--- config.mk ---
export PLATFORM = sky130hd
export DESIGN_NAME = shift_sequencer
export DESIGN_NICKNAME = d
export VERILOG_FILES = /design/src/rtl/shift_sequencer_pkg.sv /design/src/rtl/shift_step.sv /design/src/rtl/shift_sequencer.sv
export SDC_FILE = /design/constraint.sdc
export NUM_CORES = 1
export LEC_CHECK = 0
export ABC_AREA = 1
export CAP_MARGIN = 20
export CORE_MARGIN = 4
export CORE_UTILIZATION = 58
export DETAILED_ROUTE_END_ITERATION = 7
export PLACE_DENSITY = 0.82
export REMOVE_ABC_BUFFERS = 1
export SLEW_MARGIN = 40
export SYNTH_ARGS = -nofsm -noshare
export SYNTH_HDL_FRONTEND = slang
export SYNTH_SLANG_ARGS = --single-unit
--- constraint.sdc ---
create_clock -name clk -period 5.1 [get_ports clk]
set_input_delay 1.02 -clock clk [delete_from_list [all_inputs] [get_ports clk]]
set_output_delay 1.02 -clock clk [all_outputs]
set_load 0.01 [all_outputs]
--- src/rtl/shift_sequencer_pkg.sv ---
// Shared opcodes, FSM states and step-size selects for the multi-cycle shift unit.
// Step selects map to 16/4/1-bit shifts sized for a 32-bit datapath.
package shift_sequencer_pkg;

   localparam logic [1:0] OP_SLL = 2'b00;
   localparam logic [1:0] OP_SRL = 2'b01;
   localparam logic [1:0] OP_SRA = 2'b10;
   localparam logic [1:0] OP_LUI = 2'b11;

   typedef enum logic [1:0] {
      S_IDLE  = 2'd0,
      S_SHIFT = 2'd1,
      S_DONE  = 2'd2
   } state_t;

   typedef enum logic [1:0] {
      STEP1  = 2'd0,
      STEP4  = 2'd1,
      STEP16 = 2'd2
   } step_t;

endpackage

--- src/rtl/shift_step.sv ---
// Combinational single-step shifter: shifts value by 16, 4 or 1 bit, left or right.
// Zero latency; right shifts insert the supplied fill bit, left shifts insert zeros.
module shift_step
   import shift_sequencer_pkg::*;
#(
   parameter int WIDTH = 32
) (
   input  logic [WIDTH-1:0] value,
   input  logic             dir,
   input  step_t            sel,
   input  logic             fill,
   output logic [WIDTH-1:0] shifted
);

   always_comb begin
      shifted = value;
      case (sel)
         STEP16:  shifted = dir ? {{16{fill}}, value[WIDTH-1:16]} : {value[WIDTH-17:0], 16'b0};
         STEP4:   shifted = dir ? {{4{fill}},  value[WIDTH-1:4]}  : {value[WIDTH-5:0],  4'b0};
         STEP1:   shifted = dir ? {fill,       value[WIDTH-1:1]}  : {value[WIDTH-2:0],  1'b0};
         default: shifted = value;
      endcase
   end

endmodule

--- src/rtl/shift_sequencer.sv ---
// SLL/SRL/SRA/LUI sequencer: one 16/4/1-bit step per clock, done pulses 1+steps cycles after start.
// No backpressure: start is sampled only in IDLE; result holds until the next operation completes.
module shift_sequencer
   import shift_sequencer_pkg::*;
#(
   parameter int WIDTH   = 32,
   parameter int SHAMT_W = 5
) (
   input  logic               clk,
   input  logic               reset,
   input  logic               start,
   input  logic [1:0]         op,
   input  logic [SHAMT_W-1:0] shamt,
   input  logic [WIDTH-1:0]   data,
   output logic               busy,
   output logic               done,
   output logic [WIDTH-1:0]   result
);

   state_t             state, state_nx;
   logic [WIDTH-1:0]   work, stepped;
   logic [SHAMT_W-1:0] rem, rem_nx, step_amt, n_eff;
   logic               dir, fill;
   step_t              sel;

   assign n_eff = (op == OP_LUI) ? SHAMT_W'(WIDTH/2) : shamt;

   // Largest step not exceeding rem, so rem can never underflow.
   always_comb begin
      sel      = STEP1;
      step_amt = SHAMT_W'(1);
      if (rem >= SHAMT_W'(16)) begin
         sel      = STEP16;
         step_amt = SHAMT_W'(16);
      end else if (rem >= SHAMT_W'(4)) begin
         sel      = STEP4;
         step_amt = SHAMT_W'(4);
      end
   end

   assign rem_nx = rem - step_amt;

   shift_step #(.WIDTH(WIDTH)) u_step (
      .value   (work),
      .dir     (dir),
      .sel     (sel),
      .fill    (fill),
      .shifted (stepped)
   );

   always_ff @(posedge clk or posedge reset) begin
      if (reset) begin
         state <= S_IDLE;
      end else begin
         state <= state_nx;
      end
   end

   always_comb begin
      state_nx = state;
      busy     = 1'b0;
      done     = 1'b0;
      case (state)
         S_IDLE: begin
            if (start) begin
               state_nx = (n_eff == '0) ? S_DONE : S_SHIFT;
            end
         end
         S_SHIFT: begin
            busy = 1'b1;
            if (rem_nx == '0) begin
               state_nx = S_DONE;
            end
         end
         S_DONE: begin
            busy     = 1'b1;
            done     = 1'b1;
            state_nx = S_IDLE;
         end
         default: state_nx = S_IDLE;
      endcase
   end

   // Fill is captured from the original operand so SRA sign survives every step.
   always_ff @(posedge clk or posedge reset) begin
      if (reset) begin
         work   <= '0;
         rem    <= '0;
         dir    <= 1'b0;
         fill   <= 1'b0;
         result <= '0;
      end else begin
         case (state)
            S_IDLE: begin
               if (start) begin
                  work <= data;
                  rem  <= n_eff;
                  dir  <= (op == OP_SRL) || (op == OP_SRA);
                  fill <= (op == OP_SRA) && data[WIDTH-1];
                  if (n_eff == '0) begin
                     result <= data;
                  end
               end
            end
            S_SHIFT: begin
               work <= stepped;
               rem  <= rem_nx;
               if (rem_nx == '0) begin
                  result <= stepped;
               end
            end
            default: ;
         endcase
      end
   end

endmodule

==> results of run 1 <==
-- routing by layer --
metal,global-route usage [%],routed length (microns),vias up
li1,-,-,2322
met1,37.9,5720,2182
met2,44.9,6260,224
met3,6.39,983,26
met4,8.95,243,0
met5,0,0,-
-- power by group through the flow --
stage | Clock [mW] | Combinational, mW | Sequential, mW
after floorplan | 0 | 1.64 | 1.13
after global placement | 0 | 2.48 | 1.07
after detailed placement | 0 | 2.56 | 1.07
after CTS | 0.535 | 2.58 | 1.07
after global routing | 0.567 | 2.92 | 1.11
final | 0.531 | 2.60 | 1.08
-- Yosys cell counts (5+ instances only) --
library cell | n | area [sq um]
sky130_fd_sc_hd__clkbuf_1 | 14 | 52.6
sky130_fd_sc_hd__a21oi_1 | 24 | 120
sky130_fd_sc_hd__nand2_1 | 288 | 1080
sky130_fd_sc_hd__o21ai_0 | 47 | 235
sky130_fd_sc_hd__o21ai_1 | 8 | 40.0
sky130_fd_sc_hd__or2_2 | 16 | 100
sky130_fd_sc_hd__buf_2 | 12 | 60.1
sky130_fd_sc_hd__inv_1 | 59 | 221
sky130_fd_sc_hd__nor2_1 | 98 | 368
sky130_fd_sc_hd__nand3_1 | 29 | 145
sky130_fd_sc_hd__buf_6 | 5 | 56.3
sky130_fd_sc_hd__dfrtp_1 | 73 | 1830
sky130_fd_sc_hd__ha_1 | 8 | 100
sky130_fd_sc_hd__a22oi_1 | 5 | 37.5
-- sequential cells by signal, summed over array words and instances, names as in the netlist --
register	count
result	32
work	32
rem	5
state	2
dir	1
fill	1
-- placed cells by master (no fill, tap or decap), types with 3 or more instances in the layout --
master                            synthesis  final
sky130_fd_sc_hd__a21oi_1                 24     24
sky130_fd_sc_hd__ha_1                     8      7
sky130_fd_sc_hd__a22oi_1                  5      5
sky130_fd_sc_hd__inv_1                   59     57
sky130_fd_sc_hd__clkbuf_8                 0     11
sky130_fd_sc_hd__buf_4                    4      3
sky130_fd_sc_hd__o21ai_0                 47     47
sky130_fd_sc_hd__dfrtp_1                 73     73
sky130_fd_sc_hd__or2_2                   16     16
sky130_fd_sc_hd__nand2_1                288    288
sky130_fd_sc_hd__nor2_1                  98     98
sky130_fd_sc_hd__nand2_2                  3      3
sky130_fd_sc_hd__clkdlybuf4s50_1          0     75
sky130_fd_sc_hd__nand3_1                 29     29
sky130_fd_sc_hd__o22ai_1                  4      4
sky130_fd_sc_hd__inv_2                    4      6
sky130_fd_sc_hd__o21ai_1                  8      8
-- worst register-to-register path, cell delays in order (launching register included) --
cell and delay [ps]:
sky130_fd_sc_hd__dfrtp_1 500, sky130_fd_sc_hd__nor2_4 160, sky130_fd_sc_hd__nand2_2 150, sky130_fd_sc_hd__inv_4 280, sky130_fd_sc_hd__ha_1 230, sky130_fd_sc_hd__ha_1 170
sky130_fd_sc_hd__nand2_1 80, sky130_fd_sc_hd__nand2_1 80, sky130_fd_sc_hd__a21oi_1 90, sky130_fd_sc_hd__nor2_4 150, sky130_fd_sc_hd__nand3_2 570, sky130_fd_sc_hd__nand2_1 260
sky130_fd_sc_hd__nand2_1 80
-- final timing paths --
kind / end / slack, ps / startpoint
max: result[6] / 2170 / op[1]
min: result[7] / 480 / result[7]
max reg2reg: result[6] / 2180 / rem[4]
min reg2reg: result[7] / 480 / result[7]
max in group asynchronous: fill / 3010 / reset
min in group asynchronous: result[8] / 1100 / reset
-- area by class of cell --
| type | instances | area share, % |
|---|---|---|
| Clock buffer | 12 | 2.77 |
| Inverter | 64 | 4.34 |
| Clock inverter | 4 | 1.34 |
| Sequential cell | 73 | 32.6 |
| Tap cell | 102 | 2.28 |
| Timing Repair Buffer | 78 | 13.8 |
| Multi-Input combinational cell | 543 | 42.8 |
-- cell families (layout without fill, tap and decap cells) --
family | after synthesis | count (layout) | share of synthesized area [%]
fa+ha+maj | 8 | 8 | 2.15
simple gates | 442 | 442 | 38.6
compound gates | 93 | 93 | 10.6
flops | 73 | 73 | 39.2
buf+inv | 99 | 158 | 9.47
==> out/results.tsv, run 1 <==
metric	value	unit
status	finished clean	
die-area	9540	sq um
antenna_left	0	
die_w	97.7	microns
worst_path_most_repeated_cell	sky130_fd_sc_hd__nand2_1	
async_s_r_ff_share_synth	100	%
p_leak	2.90	nW
post_drt_wl_per_cell	15.1	microns
worst_ir_drop_vdd	0.000719	V
globalplace.congestion	0.918	
grt_max_degree	64	
cts_htree_levels	3	
power.share.switching	50.7	%
finalMaxSlewViolations	0	
dr.first_iter.drc_count	446	
worst_setup_path_end_kind	flip-flop	
critical_path.startpoint_type	primary input	
placeableCoreArea	7770	sq um
p_comb_share	61.8	%
place.detailed.instances	860	
cellInternalPower	2.07	mW
rsz0062_at_grt	false	
clock_network_latency_to_the_later_pin_of_the_worst_skew_pair	360	ps
multi_input_combinational_cell_area	2400	sq um
whs_path_depth	2	
grt_overflow_total	0	
clock_tree.root_cell	sky130_fd_sc_hd__clkbuf_8	
fin_nets	819	
switching_power	2.13	mW
pwr-share-seq	25.6	%
grt_antenna_before_repair	0	
timing.fmax	341	MHz
cts-root-to-sink-buffers	2	
cts_sinks	73	
rr_worst_depth	12	
drv.max_cap_violation_count	0	
cts_buffers	9	
worst_hold_slack	481	ps
final_cells	876	
fill_cells	658	
cp_data_required_time	5340	ps
cts_hold_repair.buffers	0	
post_synthesis_sequential_element_count	73	
dp_slack	1610	ps
setup-tns-final	0	ps
post_cts_setup_buffer_count	0	
area_growth_syn_to_layout	20.0	%
total_stage_count_of_the_critical_path	11	
timing.critical_path.slowest_cell_delay	550	ps
mappedNetlistArea	4660	sq um
drt_pre_antenna_iters	5	
antenna_cells	0	
synthesis.instances	715	
timing.final.setup_violations	0	
max_slew_margin	48.1	%
seq_area	1830	sq um
post-route-cell-area	5600	sq um
critical_path.cell_chain	clkdlybuf4s50_1, ha_1, inv_1, nand2_1, nand2_1, nor2_1, nor2_1, nor2_1, nand3_2, nand2_1, nand2_1	
cp_slowest_cell	sky130_fd_sc_hd__nand3_2	
top_cell_family_by_delay_on_the_critical_path	simple AND/OR/NAND/NOR gates	
min_period_over_period	57.5	%
grt_pass1_vias	4645	
clk_pin_slew_worst_paths	80	ps
report.final.hold_viol_count	0	
grt_pass1_wl	22.1	mm
finClkSkew	14.0	ps
pwr-share-clk	12.6	%
io-pin-count	76	
p_per_cell_area	752	nW/um^2
crit_type	primary input to flip-flop	
hp-class	flip-flop to flip-flop	
syn-mean-instance-area	6.52	sq um
cp_data_arrival_time	3170	ps
hpwlAfterDp	9.01	mm
detailed_place.area	5370	sq um
detail_route.wirelength	13.2	mm
height_of_the_die	97.7	microns
drive_gt1_share	6.72	%
dominantRegCellSynth	sky130_fd_sc_hd__dfrtp_1	
actual_transition_at_the_worst_max_transition_pin	776	ps
buffer_ports.inserted	75	
yosysUniqueCellTypes	28	
initial_core_utilization	60.0	%
total_grt_usage	28.1	%
crit_path_max_fanout	32	
postLayoutSetupSlackWorst	2170	ps
route.detailed.vias_per_inst	5.43	
cts_tree	yes	
synth_enable_flop_cells	0	
cts.repair.resized	0	
synth.yosys.seq_area_share	39.2	%
num_vias	4754	
floorplan.rows	32	
yosys_warnings	0	
tot_pwr	4.21	mW
final_core_util	72.1	%
post-route-drc-count	0	
post_layout_minimum_cycle_time	2930	ps
critPathBufInv	2	
Note: power is estimated with default switching activity, not from simulation.
==> run 2, diff against run 1 <==
--- a/config.mk
+++ b/config.mk
@@ -8,9 +8,9 @@
 export ABC_AREA = 1
 export CAP_MARGIN = 20
 export CORE_MARGIN = 4
-export CORE_UTILIZATION = 58
+export CORE_UTILIZATION = 49
 export DETAILED_ROUTE_END_ITERATION = 7
-export PLACE_DENSITY = 0.82
+export PLACE_DENSITY = 0.73
 export REMOVE_ABC_BUFFERS = 1
 export SLEW_MARGIN = 40
 export SYNTH_ARGS = -nofsm -noshare
==> constraint.sdc (replaced) <==
create_clock -name clk -period 2.43 [get_ports clk]
set_input_delay 0.486 -clock clk [delete_from_list [all_inputs] [get_ports clk]]
set_output_delay 0.486 -clock clk [all_outputs]
set_load 0.01 [all_outputs]
==> out/results.tsv, run 2 (synthesis results as in run 1) <==
metric	value	unit
status	finished clean	
rsz0062_at_grt	false	
p_leak	2.96	nW
drt_pre_antenna_iters	5	
worst_path_most_repeated_cell	sky130_fd_sc_hd__nand2_1	
critical_path.startpoint_type	flip-flop	
commonest_non_fill_non_tap_cell_in_the_layout	sky130_fd_sc_hd__nand2_1	
grt_antenna_before_repair	0	
worst_setup_path_end_kind	flip-flop	
worst_ir_drop_vdd	0.00120	V
drv.max_cap_violation_count	0	
placeableCoreArea	9240	sq um
grt_pass1_wl	23.3	mm
dr.first_iter.drc_count	241	
hp-class	flip-flop to flip-flop	
clk_pin_slew_worst_paths	80	ps
antenna_left	0	
post-route-cell-area	5710	sq um
actual_transition_at_the_worst_max_transition_pin	471	ps
drive_gt1_share	7.89	%
cp_slowest_cell	sky130_fd_sc_hd__dfrtp_1	
post_drt_wl_per_cell	15.3	microns
post_cts_setup_buffer_count	0	
total_grt_usage	25.8	%
hpwlAfterDp	10.1	mm
cts.repair.resized	0	
cts_htree_levels	3	
area_growth_syn_to_layout	22.5	%
startpoint_of_the_worst_slack_reg_to_reg_timing_path	rem[4]	
finalMaxSlewViolations	0	
globalplace.congestion	0.898	
die-area	11100	sq um
clock_tree.root_cell	sky130_fd_sc_hd__clkbuf_8	
post-route-drc-count	0	
cp_data_arrival_time	2490	ps
critical_path.cell_chain	nor2_4, nand2_2, inv_4, ha_1, ha_1, inv_1, nand2_1, nand2_1, a21oi_1, nor2_4, nand3_2, buf_4, nand2_1, nand2_1	
reg_top3	result: 32 flops, work: 32 flops, rem: 5 flops	
final_cell_mix	288 x sky130_fd_sc_hd__nand2_1, 98 x sky130_fd_sc_hd__nor2_1, 75 x sky130_fd_sc_hd__clkdlybuf4s50_1	
height_of_the_die	106	microns
cts_buffers	9	
cts_tree	yes	
io-pin-count	76	
timing.critical_path.from	rem[4]	
report.final.hold_viol_count	0	
min_period_over_period	90.5	%
setup-tns-final	0	ps
timing.critical_path.slowest_cell_delay	490	ps
clock_network_latency_to_the_later_pin_of_the_worst_skew_pair	360	ps
max_slew_margin	68.5	%
fin_nets	832	
detail_route.wirelength	14.0	mm
crit_type	flip-flop to flip-flop	
initial_core_utilization	50.5	%
grt_overflow_total	0	
ff2ff_setup_slack	230	ps
tot_pwr	8.97	mW
cp_data_required_time	2720	ps
route.detailed.vias_per_inst	5.21	
fill_cells	913	
rr_worst_depth	14	
buffer_ports.inserted	75	
num_vias	4769	
timing.fmax	455	MHz
grt_max_degree	74	
grt_pass1_vias	4700	
cts_hold_repair.buffers	0	
finClkSkew	7.29	ps
timing.final.setup_violations	0	
cts_sinks	73	
antenna_cells	0	
floorplan.rows	35	
cts-root-to-sink-buffers	2	
detailed_place.area	5540	sq um
worst_r2r_endpoint	result[24]	
worst_setup_path_endpoint	result[24]	
die_w	106	microns
p_per_cell_area	1570	nW/um^2
crit_path_max_fanout	16	
post_layout_minimum_cycle_time	2200	ps
[run 2: changes by cell type in the layout (fill, tap and decap cells not counted), sizes merged]
cell,delta
clkbuf,-1
bufinv,-1
buf,+13
clkinvlp,-2
clkinv,+3
[run 2: power by group]
| group | total (mW) | switching, mW | internal [mW] |
|---|---|---|---|
| registers | 2.27 | 0.430 | 1.84 |
| logic | 5.76 | 3.67 | 2.10 |
| clock network | 0.936 | 0.471 | 0.465 |
| total | 8.97 | 4.57 | 4.41 |
[run 2: worst min-delay path by stage]
stage	cells past startpoint	start	end	slack, ps
3_5_place_dp	2	result[27]	result[27]	460
4_1_cts	2	result[20]	result[20]	480
3_3_place_gp	2	result[20]	result[20]	460
6_report	2	result[3]	result[3]	480
5_1_grt	2	result[20]	result[20]	500
2_1_floorplan	2	work[18]	work[18]	450
[run 2: final cells by class]
type	instances	area [sq um]	area share, %
flip-flops and latches	73	1830	32.0
clock buffers	11	131	2.30
inverters	64	243	4.25
clock inverters	4	45.0	0.788
multi-input cells	543	2400	42.0
repair buffers	91	908	15.9
well taps	129	161	2.83
[run 2: per-layer routing]
metal	global-route usage, %	vias up	routed length [microns]
met2	41.9	159	6560
met1	35.1	2246	6410
met3	4.84	22	789
met4	7.31	0	240
li1	-	2342	-
met5	0	-	0
[run 2: critical path, delay by kind of cell, from the launching register on]
family,cells,cell delay [ps]
flops,1,490
simple gates,8,740
buf+inv,3,340
fa+ha+maj,2,320
compound gates,1,230
[run 2: through the flow]
step	utilization, %	hold slack (ps)	setup slack (ps)	instances
floorplan	-	449	-451	680
global placement	59.9	462	209	900
detailed placement	59.9	464	140	900
CTS	61.8	485	235	915
global route	61.8	497	19.4	915
finish	61.8	480	230	915
==> run 3, diff against run 2 <==
--- a/config.mk
+++ b/config.mk
@@ -8,11 +8,12 @@
 export ABC_AREA = 1
 export CAP_MARGIN = 20
 export CORE_MARGIN = 4
-export CORE_UTILIZATION = 49
+export CORE_UTILIZATION = 50
 export DETAILED_ROUTE_END_ITERATION = 7
-export PLACE_DENSITY = 0.73
+export PLACE_DENSITY = 0.74
 export REMOVE_ABC_BUFFERS = 1
 export SLEW_MARGIN = 40
 export SYNTH_ARGS = -nofsm -noshare
 export SYNTH_HDL_FRONTEND = slang
+export SYNTH_HIERARCHICAL = 1
 export SYNTH_SLANG_ARGS = --single-unit
==> out/results.tsv, run 3 <==
metric	value	unit
fill_cells	981	
cts_buffers	9	
grt_pass1_vias	5132	
crit_path_max_fanout	32	
drv.max_cap_violation_count	0	
mappedNetlistArea	5040	sq um
worst_ir_drop_vdd	0.00135	V
synthesis.instances	765	
p_per_cell_area	1630	nW/um^2
clock_tree.root_cell	sky130_fd_sc_hd__clkbuf_8	
cts-root-to-sink-buffers	2	
grt_antenna_before_repair	0	
cp_data_arrival_time	2560	ps
clk_pin_slew_worst_paths	80	ps
post_synthesis_sequential_element_count	73	
timing.final.setup_violations	0	
p_leak	3.03	nW
yosys-top-cells-count	426 x sky130_fd_sc_hd__nand2_1, 73 x sky130_fd_sc_hd__dfrtp_1, 64 x sky130_fd_sc_hd__nand4_1	
finalMaxSlewViolations	0	
hp-class	flip-flop to flip-flop	
ff2ff_setup_slack	170	ps
cp_data_required_time	2730	ps
floorplan.rows	36	
yosys_warnings	6	
synth_enable_flop_cells	0	
antenna_left	0	
post_cts_setup_buffer_count	0	
tot_pwr	9.81	mW
status	finished clean	
clock_network_latency_to_the_later_pin_of_the_worst_skew_pair	360	ps
buffer_ports.inserted	75	
rsz0062_at_grt	false	
dominantRegCellSynth	sky130_fd_sc_hd__dfrtp_1	
cts.repair.resized	0	
die-area	11800	sq um
height_of_the_die	108	microns
dp_slack	151	ps
synth.most_common_cell	sky130_fd_sc_hd__nand2_1	
postLayoutSetupSlackWorst	173	ps
post_drt_wl_per_cell	16.2	microns
cts_sinks	73	
report.final.hold_viol_count	0	
final_cell_mix	426 x sky130_fd_sc_hd__nand2_1, 75 x sky130_fd_sc_hd__clkdlybuf4s50_1, 73 x sky130_fd_sc_hd__dfrtp_1	
cts_htree_levels	3	
num_vias	5338	
finClkSkew	8.38	ps
grt_pass1_wl	25.8	mm
route.detailed.vias_per_inst	5.58	
die_w	108	microns
min_period_over_period	92.9	%
drive_gt1_share	6.56	%
post-route-drc-count	0	
grt_overflow_total	0	
post_layout_minimum_cycle_time	2260	ps
cts_hold_repair.buffers	0	
max_slew_margin	43.9	%
crit_type	flip-flop to flip-flop	
fin_nets	868	
placeableCoreArea	9820	sq um
grt_max_degree	75	
commonest_non_fill_non_tap_cell_in_the_layout	sky130_fd_sc_hd__nand2_1	
hpwlAfterDp	11.0	mm
antenna_cells	0	
io-pin-count	76	
yosysUniqueCellTypes	24	
async_s_r_ff_share_synth	100	%
detail_route.wirelength	15.5	mm
area_growth_syn_to_layout	19.3	%
worst_setup_path_end_kind	flip-flop	
syn-mean-instance-area	6.59	sq um
synth.largest_area_cell	sky130_fd_sc_hd__dfrtp_1	
timing.fmax	443	MHz
initial_core_utilization	51.4	%
dr.first_iter.drc_count	475	
synth.yosys.seq_area_share	36.2	%
drt_pre_antenna_iters	5	
actual_transition_at_the_worst_max_transition_pin	840	ps
total_grt_usage	27.6	%
critical_path.startpoint_type	flip-flop	
synth.area.top_cells	sky130_fd_sc_hd__dfrtp_1 36%, sky130_fd_sc_hd__nand2_1 32%, sky130_fd_sc_hd__nand4_1 7.9%	
reg_top3	result: 32 flops, work: 32 flops, rem: 5 flops	
globalplace.congestion	0.896	
synthDominantCellAreaShare	36.2	%
cts_tree	yes	
-- run 3: cell count changes after synthesis, sizes merged, moves of 4 or more --
cell,before,now
nand2,292,426
inv,64,18
a31oi,2,36
nor2,101,51
or2,16,2
buf,21,47
nand3,31,27
o22ai,4,0
a21oi,24,2
nand4,1,64
clkbuf,14,4
a22oi,5,0
o21ai,56,5
-- run 3: critical path: stages (launching register included) --
cell	delay, ps
sky130_fd_sc_hd__dfrtp_1	410
sky130_fd_sc_hd__nor3_1	100
sky130_fd_sc_hd__nor2_1	140
sky130_fd_sc_hd__buf_4	170
sky130_fd_sc_hd__inv_2	50
sky130_fd_sc_hd__nor2_4	630
sky130_fd_sc_hd__nand2_1	170
sky130_fd_sc_hd__nand4_1	160
sky130_fd_sc_hd__nand2_1	90
sky130_fd_sc_hd__nand2_1	100
sky130_fd_sc_hd__nand4_1	90
sky130_fd_sc_hd__nand2_1	80
-- run 3: cell families (layout without fill, tap and decap cells) --
family | Yosys count | in the layout | synth area share, %
simple gates | 571 | 571 | 47.6
fa+ha+maj | 8 | 8 | 1.98
compound gates | 44 | 44 | 5.78
flops | 73 | 73 | 36.2
buf+inv | 69 | 127 | 8.41
-- run 3: path summary, 6_finish.rpt --
kind / depth (start not counted) / startpoint / end
hold / removal: 2 / result[3] / result[3]
max in group asynchronous: 3 / reset / result[6]
setup reg to reg: 11 / rem[3] / result[24]
setup / recovery: 11 / rem[3] / result[24]
min in group asynchronous: 3 / reset / result[10]
hold reg to reg: 2 / result[3] / result[3]
-- run 3: area by class of cell --
type	count	area, sq um	share of cell area, %
Clock buffer	14	173	2.87
Tap cell	133	166	2.77
Inverter	18	67.6	1.12
Clock inverter	2	35.0	0.582
Timing Repair Buffer	93	948	15.8
Sequential cell	73	1830	30.4
Multi-Input combinational cell	623	2800	46.5
-- run 3: stage by stage --
stage / hold WS [ps] / utilization, % / setup TNS [ps] / area [sq um] / std cells
after global routing: 500 / 61.3 / 0 / 6020 / 956
after CTS: 477 / 61.3 / 0 / 6020 / 956
after global placement: 454 / 59.2 / 0 / 5810 / 940
final: 474 / 61.3 / 0 / 6020 / 956
after floorplan: 453 / - / -74770 / 4690 / 714
after detailed placement: 458 / 59.2 / 0 / 5810 / 940
-- run 3: metal layers --
layer,share of wire [%],track usage [%],vias to the layer above
li1,-,-,2602
met1,45,37.9,2524
met2,47,45.0,188
met3,6.0,4.60,24
met4,1.4,7.66,0
met5,0,0,-
-- run 3: report_power, final --
group          total, mW  switching [mW]  internal (mW)
Sequential          2.48           0.636           1.84
Combinational       6.33            4.03           2.30
Clock               1.01           0.451          0.558
